--- src/rtl/crc32_stream.sv ---
// crc32_stream: multi-lane Ethernet CRC-32 generator/checker, valid/ready byte-lane input, held result output.
// Optional define CRC32_STREAM_PIPE_EN adds an input register stage before the LFSR update (result latency 2).
module crc32_stream #(
    parameter int DATA_BYTES = 4,
    parameter int CNT_WIDTH  = 16
) (
    input  logic                    clk,
    input  logic                    rst_n,
    input  logic                    s_valid,
    output logic                    s_ready,
    input  logic [8*DATA_BYTES-1:0] s_data,
    input  logic [DATA_BYTES-1:0]   s_keep,
    input  logic                    s_last,
    input  logic                    chk_mode,
    output logic                    crc_valid,
    input  logic                    crc_ready,
    output logic [31:0]             crc_out,
    output logic                    crc_err,
    output logic [CNT_WIDTH-1:0]    byte_cnt
);
    localparam logic [31:0] POLY    = 32'h04C1_1DB7;
    localparam logic [31:0] INIT    = 32'hFFFF_FFFF;
    localparam logic [31:0] RESIDUE = 32'hC704_DD7B;

    typedef enum logic [1:0] {IDLE, BUSY, RESULT} state_t;

    state_t               state_q, state_d;
    logic [31:0]          lfsr_q, lfsr_d;
    logic [CNT_WIDTH-1:0] cnt_q, cnt_d;
    logic                 mode_q, mode_d;
    logic [31:0]          crc_out_q, crc_out_d;
    logic                 crc_err_q, crc_err_d;

    logic                    accept;
    logic [DATA_BYTES-1:0]   in_en;
    logic                    upd_valid, upd_last, upd_mode;
    logic [8*DATA_BYTES-1:0] upd_data;
    logic [DATA_BYTES-1:0]   upd_en;
    logic                    stall;
    logic [31:0]             lfsr_upd;
    logic [CNT_WIDTH:0]      n_bytes, cnt_sum;
    logic                    eff_mode;

    // Feeding the bit-reversed byte MSB-first equals feeding the original byte LSB-first.
    function automatic logic [31:0] crc_byte(input logic [31:0] c, input logic [7:0] b);
        logic [31:0] r;
        r = c;
        for (int i = 0; i < 8; i++) begin
            if (r[31] ^ b[i]) r = {r[30:0], 1'b0} ^ POLY;
            else              r = {r[30:0], 1'b0};
        end
        return r;
    endfunction

    function automatic logic [31:0] bitrev32(input logic [31:0] x);
        logic [31:0] r;
        for (int i = 0; i < 32; i++) r[i] = x[31-i];
        return r;
    endfunction

    assign accept = s_valid & s_ready;

    // Keep only matters on the last beat; earlier beats are always full.
    for (genvar gi = 0; gi < DATA_BYTES; gi++) begin : g_lane_en
        assign in_en[gi] = s_last ? s_keep[gi] : 1'b1;
    end

`ifdef CRC32_STREAM_PIPE_EN
    logic                    p_acc_q, p_acc_d;
    logic                    p_last_q, p_last_d;
    logic                    p_mode_q, p_mode_d;
    logic [8*DATA_BYTES-1:0] p_data_q, p_data_d;
    logic [DATA_BYTES-1:0]   p_en_q, p_en_d;

    always_comb begin
        p_acc_d  = accept;
        p_last_d = p_last_q;
        p_mode_d = p_mode_q;
        p_data_d = p_data_q;
        p_en_d   = p_en_q;
        if (accept) begin
            p_last_d = s_last;
            p_mode_d = chk_mode;
            p_data_d = s_data;
            p_en_d   = in_en;
        end
    end

    always_ff @(posedge clk or negedge rst_n) begin
        if (!rst_n) begin
            p_acc_q  <= 1'b0;
            p_last_q <= 1'b0;
            p_mode_q <= 1'b0;
            p_data_q <= '0;
            p_en_q   <= '0;
        end else begin
            p_acc_q  <= p_acc_d;
            p_last_q <= p_last_d;
            p_mode_q <= p_mode_d;
            p_data_q <= p_data_d;
            p_en_q   <= p_en_d;
        end
    end

    assign upd_valid = p_acc_q;
    assign upd_last  = p_last_q;
    assign upd_mode  = p_mode_q;
    assign upd_data  = p_data_q;
    assign upd_en    = p_en_q;
    // Block input while the registered last beat closes the frame.
    assign stall     = p_acc_q & p_last_q;
`else
    assign upd_valid = accept;
    assign upd_last  = s_last;
    assign upd_mode  = chk_mode;
    assign upd_data  = s_data;
    assign upd_en    = in_en;
    assign stall     = 1'b0;
`endif

    // Lane cascade: lanes 0..n-1 applied in wire order within one cycle.
    always_comb begin
        lfsr_upd = lfsr_q;
        n_bytes  = '0;
        for (int i = 0; i < DATA_BYTES; i++) begin
            if (upd_en[i]) begin
                lfsr_upd = crc_byte(lfsr_upd, upd_data[8*i +: 8]);
                n_bytes  = n_bytes + (CNT_WIDTH+1)'(1);
            end
        end
        cnt_sum = {1'b0, cnt_q} + n_bytes;
    end

    always_ff @(posedge clk or negedge rst_n) begin
        if (!rst_n) state_q <= IDLE;
        else        state_q <= state_d;
    end

    always_comb begin
        state_d = state_q;
        case (state_q)
            IDLE:    if (upd_valid) state_d = upd_last ? RESULT : BUSY;
            BUSY:    if (upd_valid && upd_last) state_d = RESULT;
            RESULT:  if (crc_ready) state_d = IDLE;
            default: state_d = IDLE;
        endcase
    end

    always_comb begin
        s_ready   = 1'b0;
        crc_valid = 1'b0;
        case (state_q)
            IDLE, BUSY: s_ready   = ~stall;
            RESULT:     crc_valid = 1'b1;
            default:    ;
        endcase
    end

    always_comb begin
        lfsr_d    = lfsr_q;
        cnt_d     = cnt_q;
        mode_d    = mode_q;
        crc_out_d = crc_out_q;
        crc_err_d = crc_err_q;
        // The first beat of a frame carries the mode for the whole frame.
        eff_mode  = (state_q == IDLE) ? upd_mode : mode_q;
        if (state_q == RESULT) begin
            if (crc_ready) begin
                lfsr_d = INIT;
                cnt_d  = '0;
            end
        end else if (upd_valid) begin
            lfsr_d = lfsr_upd;
            cnt_d  = cnt_sum[CNT_WIDTH] ? '1 : cnt_sum[CNT_WIDTH-1:0];
            mode_d = eff_mode;
            if (upd_last) begin
                crc_out_d = ~bitrev32(lfsr_upd);
                crc_err_d = eff_mode & (lfsr_upd != RESIDUE);
            end
        end
    end

    always_ff @(posedge clk or negedge rst_n) begin
        if (!rst_n) begin
            lfsr_q    <= INIT;
            cnt_q     <= '0;
            mode_q    <= 1'b0;
            crc_out_q <= '0;
            crc_err_q <= 1'b0;
        end else begin
            lfsr_q    <= lfsr_d;
            cnt_q     <= cnt_d;
            mode_q    <= mode_d;
            crc_out_q <= crc_out_d;
            crc_err_q <= crc_err_d;
        end
    end

    assign crc_out  = crc_out_q;
    assign crc_err  = crc_err_q;
    assign byte_cnt = cnt_q;

endmodule

--- config.mk ---
export PLATFORM = sky130hd
export DESIGN_NAME = crc32_stream
export DESIGN_NICKNAME = d
export VERILOG_FILES = /design/src/rtl/crc32_stream.sv
export SDC_FILE = /design/constraint.sdc
export NUM_CORES = 1
export LEC_CHECK = 0
export BUFFER_PORTS_ARGS = -buffer_cell sky130_fd_sc_hd__buf_2
export CAP_MARGIN = 5
export CORE_MARGIN = 3
export CORE_UTILIZATION = 56
export CTS_CLUSTER_SIZE = 25
export DETAILED_ROUTE_END_ITERATION = 6
export PLACE_DENSITY = 0.85
export SLEW_MARGIN = 20
export SYNTH_ARGS = -nofsm -noshare
export SYNTH_HDL_FRONTEND = slang
export SYNTH_SLANG_ARGS = --single-unit
--- constraint.sdc ---
create_clock -name clk -period 4.95 [get_ports clk]
set_input_delay 0.2475 -clock clk [delete_from_list [all_inputs] [get_ports clk]]
set_output_delay 0.2475 -clock clk [all_outputs]
set_load 0.01 [all_outputs]
==> results of run 1 <==
## timing repair
| action | 4_1_cts | 5_1_grt |
|---|---|---|
| gates resized for setup | 59 | 92 |
| endpoints found under the hold margin | 0 | 1 |
| buffers inserted | 14 | 25 |
| setup endpoints to repair | 32 | 48 |
| pin swaps | 21 | 55 |
| hold buffers | 0 | 1 |
## area by class of cell
class | count | area (sq um)
Multi-Input combinational cell | 854 | 7980
Clock inverter | 5 | 60.1
Tap cell | 220 | 275
Inverter | 15 | 56.3
Fill cell | 992 | 3420
Clock buffer | 10 | 239
Sequential cell | 84 | 2140
Timing Repair Buffer | 345 | 2530
## worst reg2reg max path, stage by stage, from the launching register on
cell and delay (ns):
dfstp_2 0.58, xnor2_4 0.14, buf_6 0.14, xnor3_2 0.45, mux2i_4 0.23, nand2_4 0.10
buf_12 0.14, xnor2_4 0.16, mux2_4 0.33, a2111oi_4 0.28, buf_6 0.19, xnor2_4 0.13
xnor3_2 0.31, buf_4 0.16, buf_4 0.13, a21oi_2 0.18, xnor3_1 0.26, xnor2_1 0.13
mux2_2 0.28, nor3_1 0.21, nand4b_1 0.18, nor4_2 0.33, a21oi_1 0.12
## logic make-up (layout without fill, tap and decap cells)
family	after synthesis	after routing
mux	80	80
flops	84	84
compound gates	237	237
fa+ha+maj	8	8
simple gates	262	262
other cells	1	1
xor+xnor	266	266
buf+inv	73	375
## stage by stage
step                      hold WS, ns  area, sq um  setup slack, ns  setup TNS [ns]
after floorplan               -0.0481         9760           -0.179          -0.333
after global placement          0.452        11900           -0.354           -1.45
after detailed placement        0.463        11900           -0.392           -1.52
after CTS                       0.123        12600           -0.117          -0.289
after global routing            0.141        13300           -0.514           -6.47
final                           0.134        13300           -0.351           -2.14
## registers in the layout, summed over array words and instances (netlist names)
signal and count:
mode_q 1, crc_out 32, byte_cnt 16, lfsr_q 32
crc_err 1, state_q 2
## final timing paths
path	endpoint	from	depth (start not counted)	slack (ns)
max	crc_err	lfsr_q[30]	22	-0.35
min	state_q[1]	crc_ready	2	0.13
max reg2reg	crc_err	lfsr_q[30]	22	-0.35
min reg2reg	crc_out[12]	crc_out[12]	2	0.49
max in group asynchronous	crc_out[14]	rst_n	2	3.92
min in group asynchronous	byte_cnt[7]	rst_n	2	0.52
## layout by cell type (no fill, tap or decap), drive strengths merged, types with 32 or more instances in the layout
cell / synthesis / layout
mux2i: 61 / 61
nor2: 72 / 72
dfrtp: 52 / 52
buf: 21 / 344
dfstp: 32 / 32
xnor3: 40 / 40
xnor2: 154 / 154
nand2: 83 / 83
o21ai: 67 / 67
a21oi: 63 / 63
xor2: 60 / 60
## routing by layer
layer | GRT usage (%) | part of all wire (%)
met1 | 47.5 | 39
met2 | 56.9 | 46
met3 | 5.59 | 9.0
met4 | 16.8 | 6.1
met5 | 0 | 0
==> flow_summary.yaml, run 1 <==
yosys:
  synth_xor_area_share_pct: 35.0
  syn_nets: 1061
  synth_mux_area_share_pct: 8.80
  yosys.area_share.simple_pct: 13.5
  yosys.area.top_type: "dfrtp_1"
  synth_top_area_share_pct: 13.5
  synthArstFlopShare_pct: 100
  synth_edf_count: 0
  synth.avg_cell_area_sq_um: 9.55
  synth_compound_area_share_pct: 16.4
  syn_inst: 1011
  ys_warn_count: 0
  ys_seq_area_share_pct: 22.2
  synth_top_family_by_area: "XOR/XNOR gates"
  yosys_most_used_dff: "dfrtp_1"
  ys_seq_elements: 84
  synthesis.area_sq_um: 9650
  synth.most_common_cell: "xnor2_1"
  synth_cell_types: 82
  ys_top_cells_by_area: "dfrtp_1, xnor2_1, xnor3_1"
  synth_fa_ha_area_share_pct: 1.11
  synth_common_cells: "xnor2_1, nand2_1, nor2_1"
setup_path:
  required_ns: 5.17
  worst_path_max_delay_cell: "dfstp_2"
  critical-path-top-delay-family: "XOR/XNOR gates"
  crit_buf_inv: 5
  worstSetupPathType: "flip-flop to flip-flop"
  cp_cell_sequence: "xnor2_4 -> buf_6 -> xnor3_2 -> mux2i_4 -> nand2_4 -> buf_12 -> xnor2_4 -> mux2_4 -> a2111oi_4 -> buf_6 -> xnor2_4 -> xnor3_2 -> buf_4 -> buf_4 -> a21oi_2 -> xnor3_1 -> xnor2_1 -> mux2_2 -> nor3_1 -> nand4b_1 -> nor4_2 -> a21oi_1"
  path_common_cell: "xnor2_4"
  start_kind: "flip-flop"
  arrival_ns: 5.52
  crit_path_end_kind: "flip-flop"
  critical_path_peak_fanout: 5
  slowest_delay_ns: 0.58
place:
  dp_cells: 1481
  io_buffers: 92
  place.gp.congestion: 0.994
  dp_hpwl_mm: 25.1
sta:
  hold_violations: 0
  rsz0062_at_grt: "yes"
  final.setup.worst_slack_ns: -0.351
  tightest_slew_ns: 1.16
  period_share_pct: 107
  final_max_slew_viol_count: 0
  skew_ns: 0.00725
  slew-limit-headroom_pct: 22.6
  setup_viol: 22
  timing.final.crit_period_ns: 5.30
  fmax_ghz: 0.189
flow_run:
  cap_violations: 0
global_route:
  grt_max_degree: 85
  grt.total_usage_pct: 35.6
  antenna_found_initial: 0
  grt_overflow: 0
  grt_pass1_wl_mm: 50.5
  grt_pass1_vias: 9093
floorplanning:
  die_width_um: 137
  coreArea_sq_um: 16700
  pin_count: 93
  fp.dieArea_sq_um: 18800
  rows: 47
  dieHeight_um: 137
  start_util_pct: 57.8
finish:
  nNetsFinal: 1359
  instances_no_fill: 1533
  fin_util_pct: 79.5
  n_antenna_cell: 0
  drive_above_1_share_pct: 43.0
  area_growth_pct: 37.6
route:
  vias_per_cell: 6.21
  num_vias: 9519
  drcViolationCount: 0
  ant_nets: 0
  wl_per_cell_um: 23.2
  drtIter0Drc: 1299
  routed_wl_mm: 35.5
  first_pass_iters: 5
cts:
  cts_tree: "yes"
  clk_pin_slew_ns: 0.06
  cts_sinks: 84
  cts-root-buf: "clkbuf_16"
  clk_latency_ns: 0.35
  cts_buffers: 9
  htree_levels: 3
  clock_path_buffers: 2
worst_hold_path:
  hold_path.class: "input pin to flip-flop"
status:
  status: "finished, violations left"
  failed_checks: "negative setup slack"
Power of run 1 is not shown: default switching activity piles up to over one toggle a cycle in this logic, so the estimate is an artifact.
==> run 2, diff against run 1 <==
Settings changed: CORE_MARGIN 3 to 10.
==> run 2 against run 1 <==
Effect of this change: the flow finishes with violations (negative hold slack, negative setup slack); clock-buffer cell count is 2 higher; critical path depth is 3 lower; flip-flop and latch count stayed put; design area is 2.6% lower; core utilization is 2.3 points lower; die area is 21% higher; cell count is 0.91% lower; critical endpoint unchanged; highest routed layer unchanged.
==> flow_summary.yaml, run 2 (same netlist as run 1, synthesis figures left out) <==
finish:
  area_growth_pct: 34.0
  drive_above_1_share_pct: 40.6
  regArea_sq_um: 2140
  nNetsFinal: 1344
  fin_area_sq_um: 12900
  n_antenna_cell: 0
  num-fill-cells: 1065
  layout_common_cells: "buf_4, xnor2_1, buf_2, nand2_1, nor2_1"
  instances_no_fill: 1519
  multi_input_area_sq_um: 7720
  final_common_cell: "buf_4"
setup_path:
  arrival_ns: 5.48
  r2r_slack_ns: -0.30
  crit_path_end_kind: "flip-flop"
  worstSetupPathType: "flip-flop to flip-flop"
  critical_path_peak_fanout: 6
  start_kind: "flip-flop"
  required_ns: 5.17
flow_run:
  cap_violations: 0
floorplanning:
  pin_count: 93
  die_width_um: 151
  fp.dieArea_sq_um: 22900
  dieHeight_um: 151
  coreArea_sq_um: 16800
  start_util_pct: 57.6
  rows: 47
sta:
  fin_hold_ws_ns: -0.0559
  hold_violations: 52
  skew_ns: 0.0109
  fmax_ghz: 0.190
  slew-limit-headroom_pct: 28.2
  timing.final.crit_period_ns: 5.25
  rsz0062_at_grt: "yes"
  fin_tns_setup_ns: -2.57
  period_share_pct: 106
  final_max_slew_viol_count: 0
  setup_viol: 26
  final.setup.worst_slack_ns: -0.303
  tightest_slew_ns: 1.08
place:
  place.gp.congestion: 0.979
  dp_cells: 1482
  dp_hpwl_mm: 25.9
  io_buffers: 92
  dpl_cell_area_sq_um: 11900
cts:
  htree_levels: 3
  cts_tree: "yes"
  holdBufCountCts: 0
  clock_path_buffers: 2
  cts-root-buf: "clkbuf_16"
  cts_buffers: 9
  cts_sinks: 84
  clk_pin_slew_ns: 0.07
  clk_latency_ns: 0.35
global_route:
  antenna_found_initial: 2
  grt_pass1_wl_mm: 51.7
  grt.total_usage_pct: 29.3
  grt_overflow: 0
  grt_max_degree: 85
  grt_pass1_vias: 9184
route:
  ant_nets: 0
  first_pass_iters: 6
  drcViolationCount: 0
  num_vias: 9394
  drtIter0Drc: 1036
  wl_per_cell_um: 22.6
  routed_wl_mm: 34.3
  vias_per_cell: 6.18
status:
  failed_checks: "negative hold slack, negative setup slack"
  status: "finished, violations left"
worst_hold_path:
  hold_path.class: "input pin to asynchronous set/reset pin"
==> run 2: changes by cell type in the layout (fill, tap and decap cells not counted), moves of 3 or more <==
| cell | before | now |
|---|---|---|
| buf_4 | 229 | 213 |
| xnor2_4 | 15 | 9 |
| xnor2_2 | 16 | 20 |
| mux2i_2 | 9 | 12 |
| mux2i_4 | 6 | 3 |
| o21ai_1 | 7 | 10 |
| o21ai_2 | 8 | 5 |
==> run 2: metrics by stage <==
| stage | hold WS [ns] | util, % | setup WS (ns) |
|---|---|---|---|
| 6_report | -0.0559 | 77.2 | -0.303 |
| 5_1_grt | 0.00388 | 77.2 | -0.415 |
| 4_1_cts | 0.0994 | 75.7 | -0.155 |
| 3_5_place_dp | 0.467 | 71.3 | -0.365 |
| 3_3_place_gp | 0.456 | 71.3 | -0.304 |
| 2_1_floorplan | -0.0481 | - | -0.179 |
==> run 2: worst max-delay path, stage by stage, from the launching register on <==
cell	delay (ns)
dfstp_2	0.56
xnor3_1	0.44
and3_4	0.21
o31a_4	0.38
nor2_8	0.15
buf_6	0.14
xnor2_1	0.18
xnor3_1	0.42
mux2i_2	0.24
xor2_1	0.21
xnor3_1	0.37
o21ai_4	0.28
xor2_4	0.15
buf_12	0.16
xnor2_4	0.26
xor3_1	0.39
nor2_2	0.15
o2111ai_1	0.16
nor4_2	0.16
a21oi_1	0.10
==> run 2: routing by layer <==
layer  vias to the layer above  part of all wire (%)  GRT usage [%]
li1                       4131                     -              -
met2                       580                    46           46.7
met5                         -                     0              0
met1                      4537                    39           38.2
met3                       146                    10           5.43
met4                         0                   4.9           12.5
==> run 2: final cells by class <==
class	instances	area share, %
Sequential cell	84	16.6
Multi-Input combinational cell	854	59.7
Tap cell	220	2.13
Inverter	15	0.435
Clock buffer	12	2.06
Clock inverter	4	0.242
Timing Repair Buffer	330	18.9
==> run 2: worst paths after layout <==
kind	startpoint	endpoint	cells past startpoint
worst max register to register	lfsr_q[28]	crc_err	19
worst max-delay path	lfsr_q[28]	crc_err	19
worst min register to register	crc_out[16]	crc_out[16]	2
worst min-delay path	rst_n	byte_cnt[6]	1
min in group clk	crc_ready	state_q[1]	2
max in group asynchronous	rst_n	crc_err	1
==> run 2: timing repair <==
action | in CTS | in global routing
setup buffers | 14 | 11
pin swaps | 27 | 26
resized for setup | 61 | 46
endpoints found under the setup margin | 40 | 45
Power of run 2 is left out for the same reason.
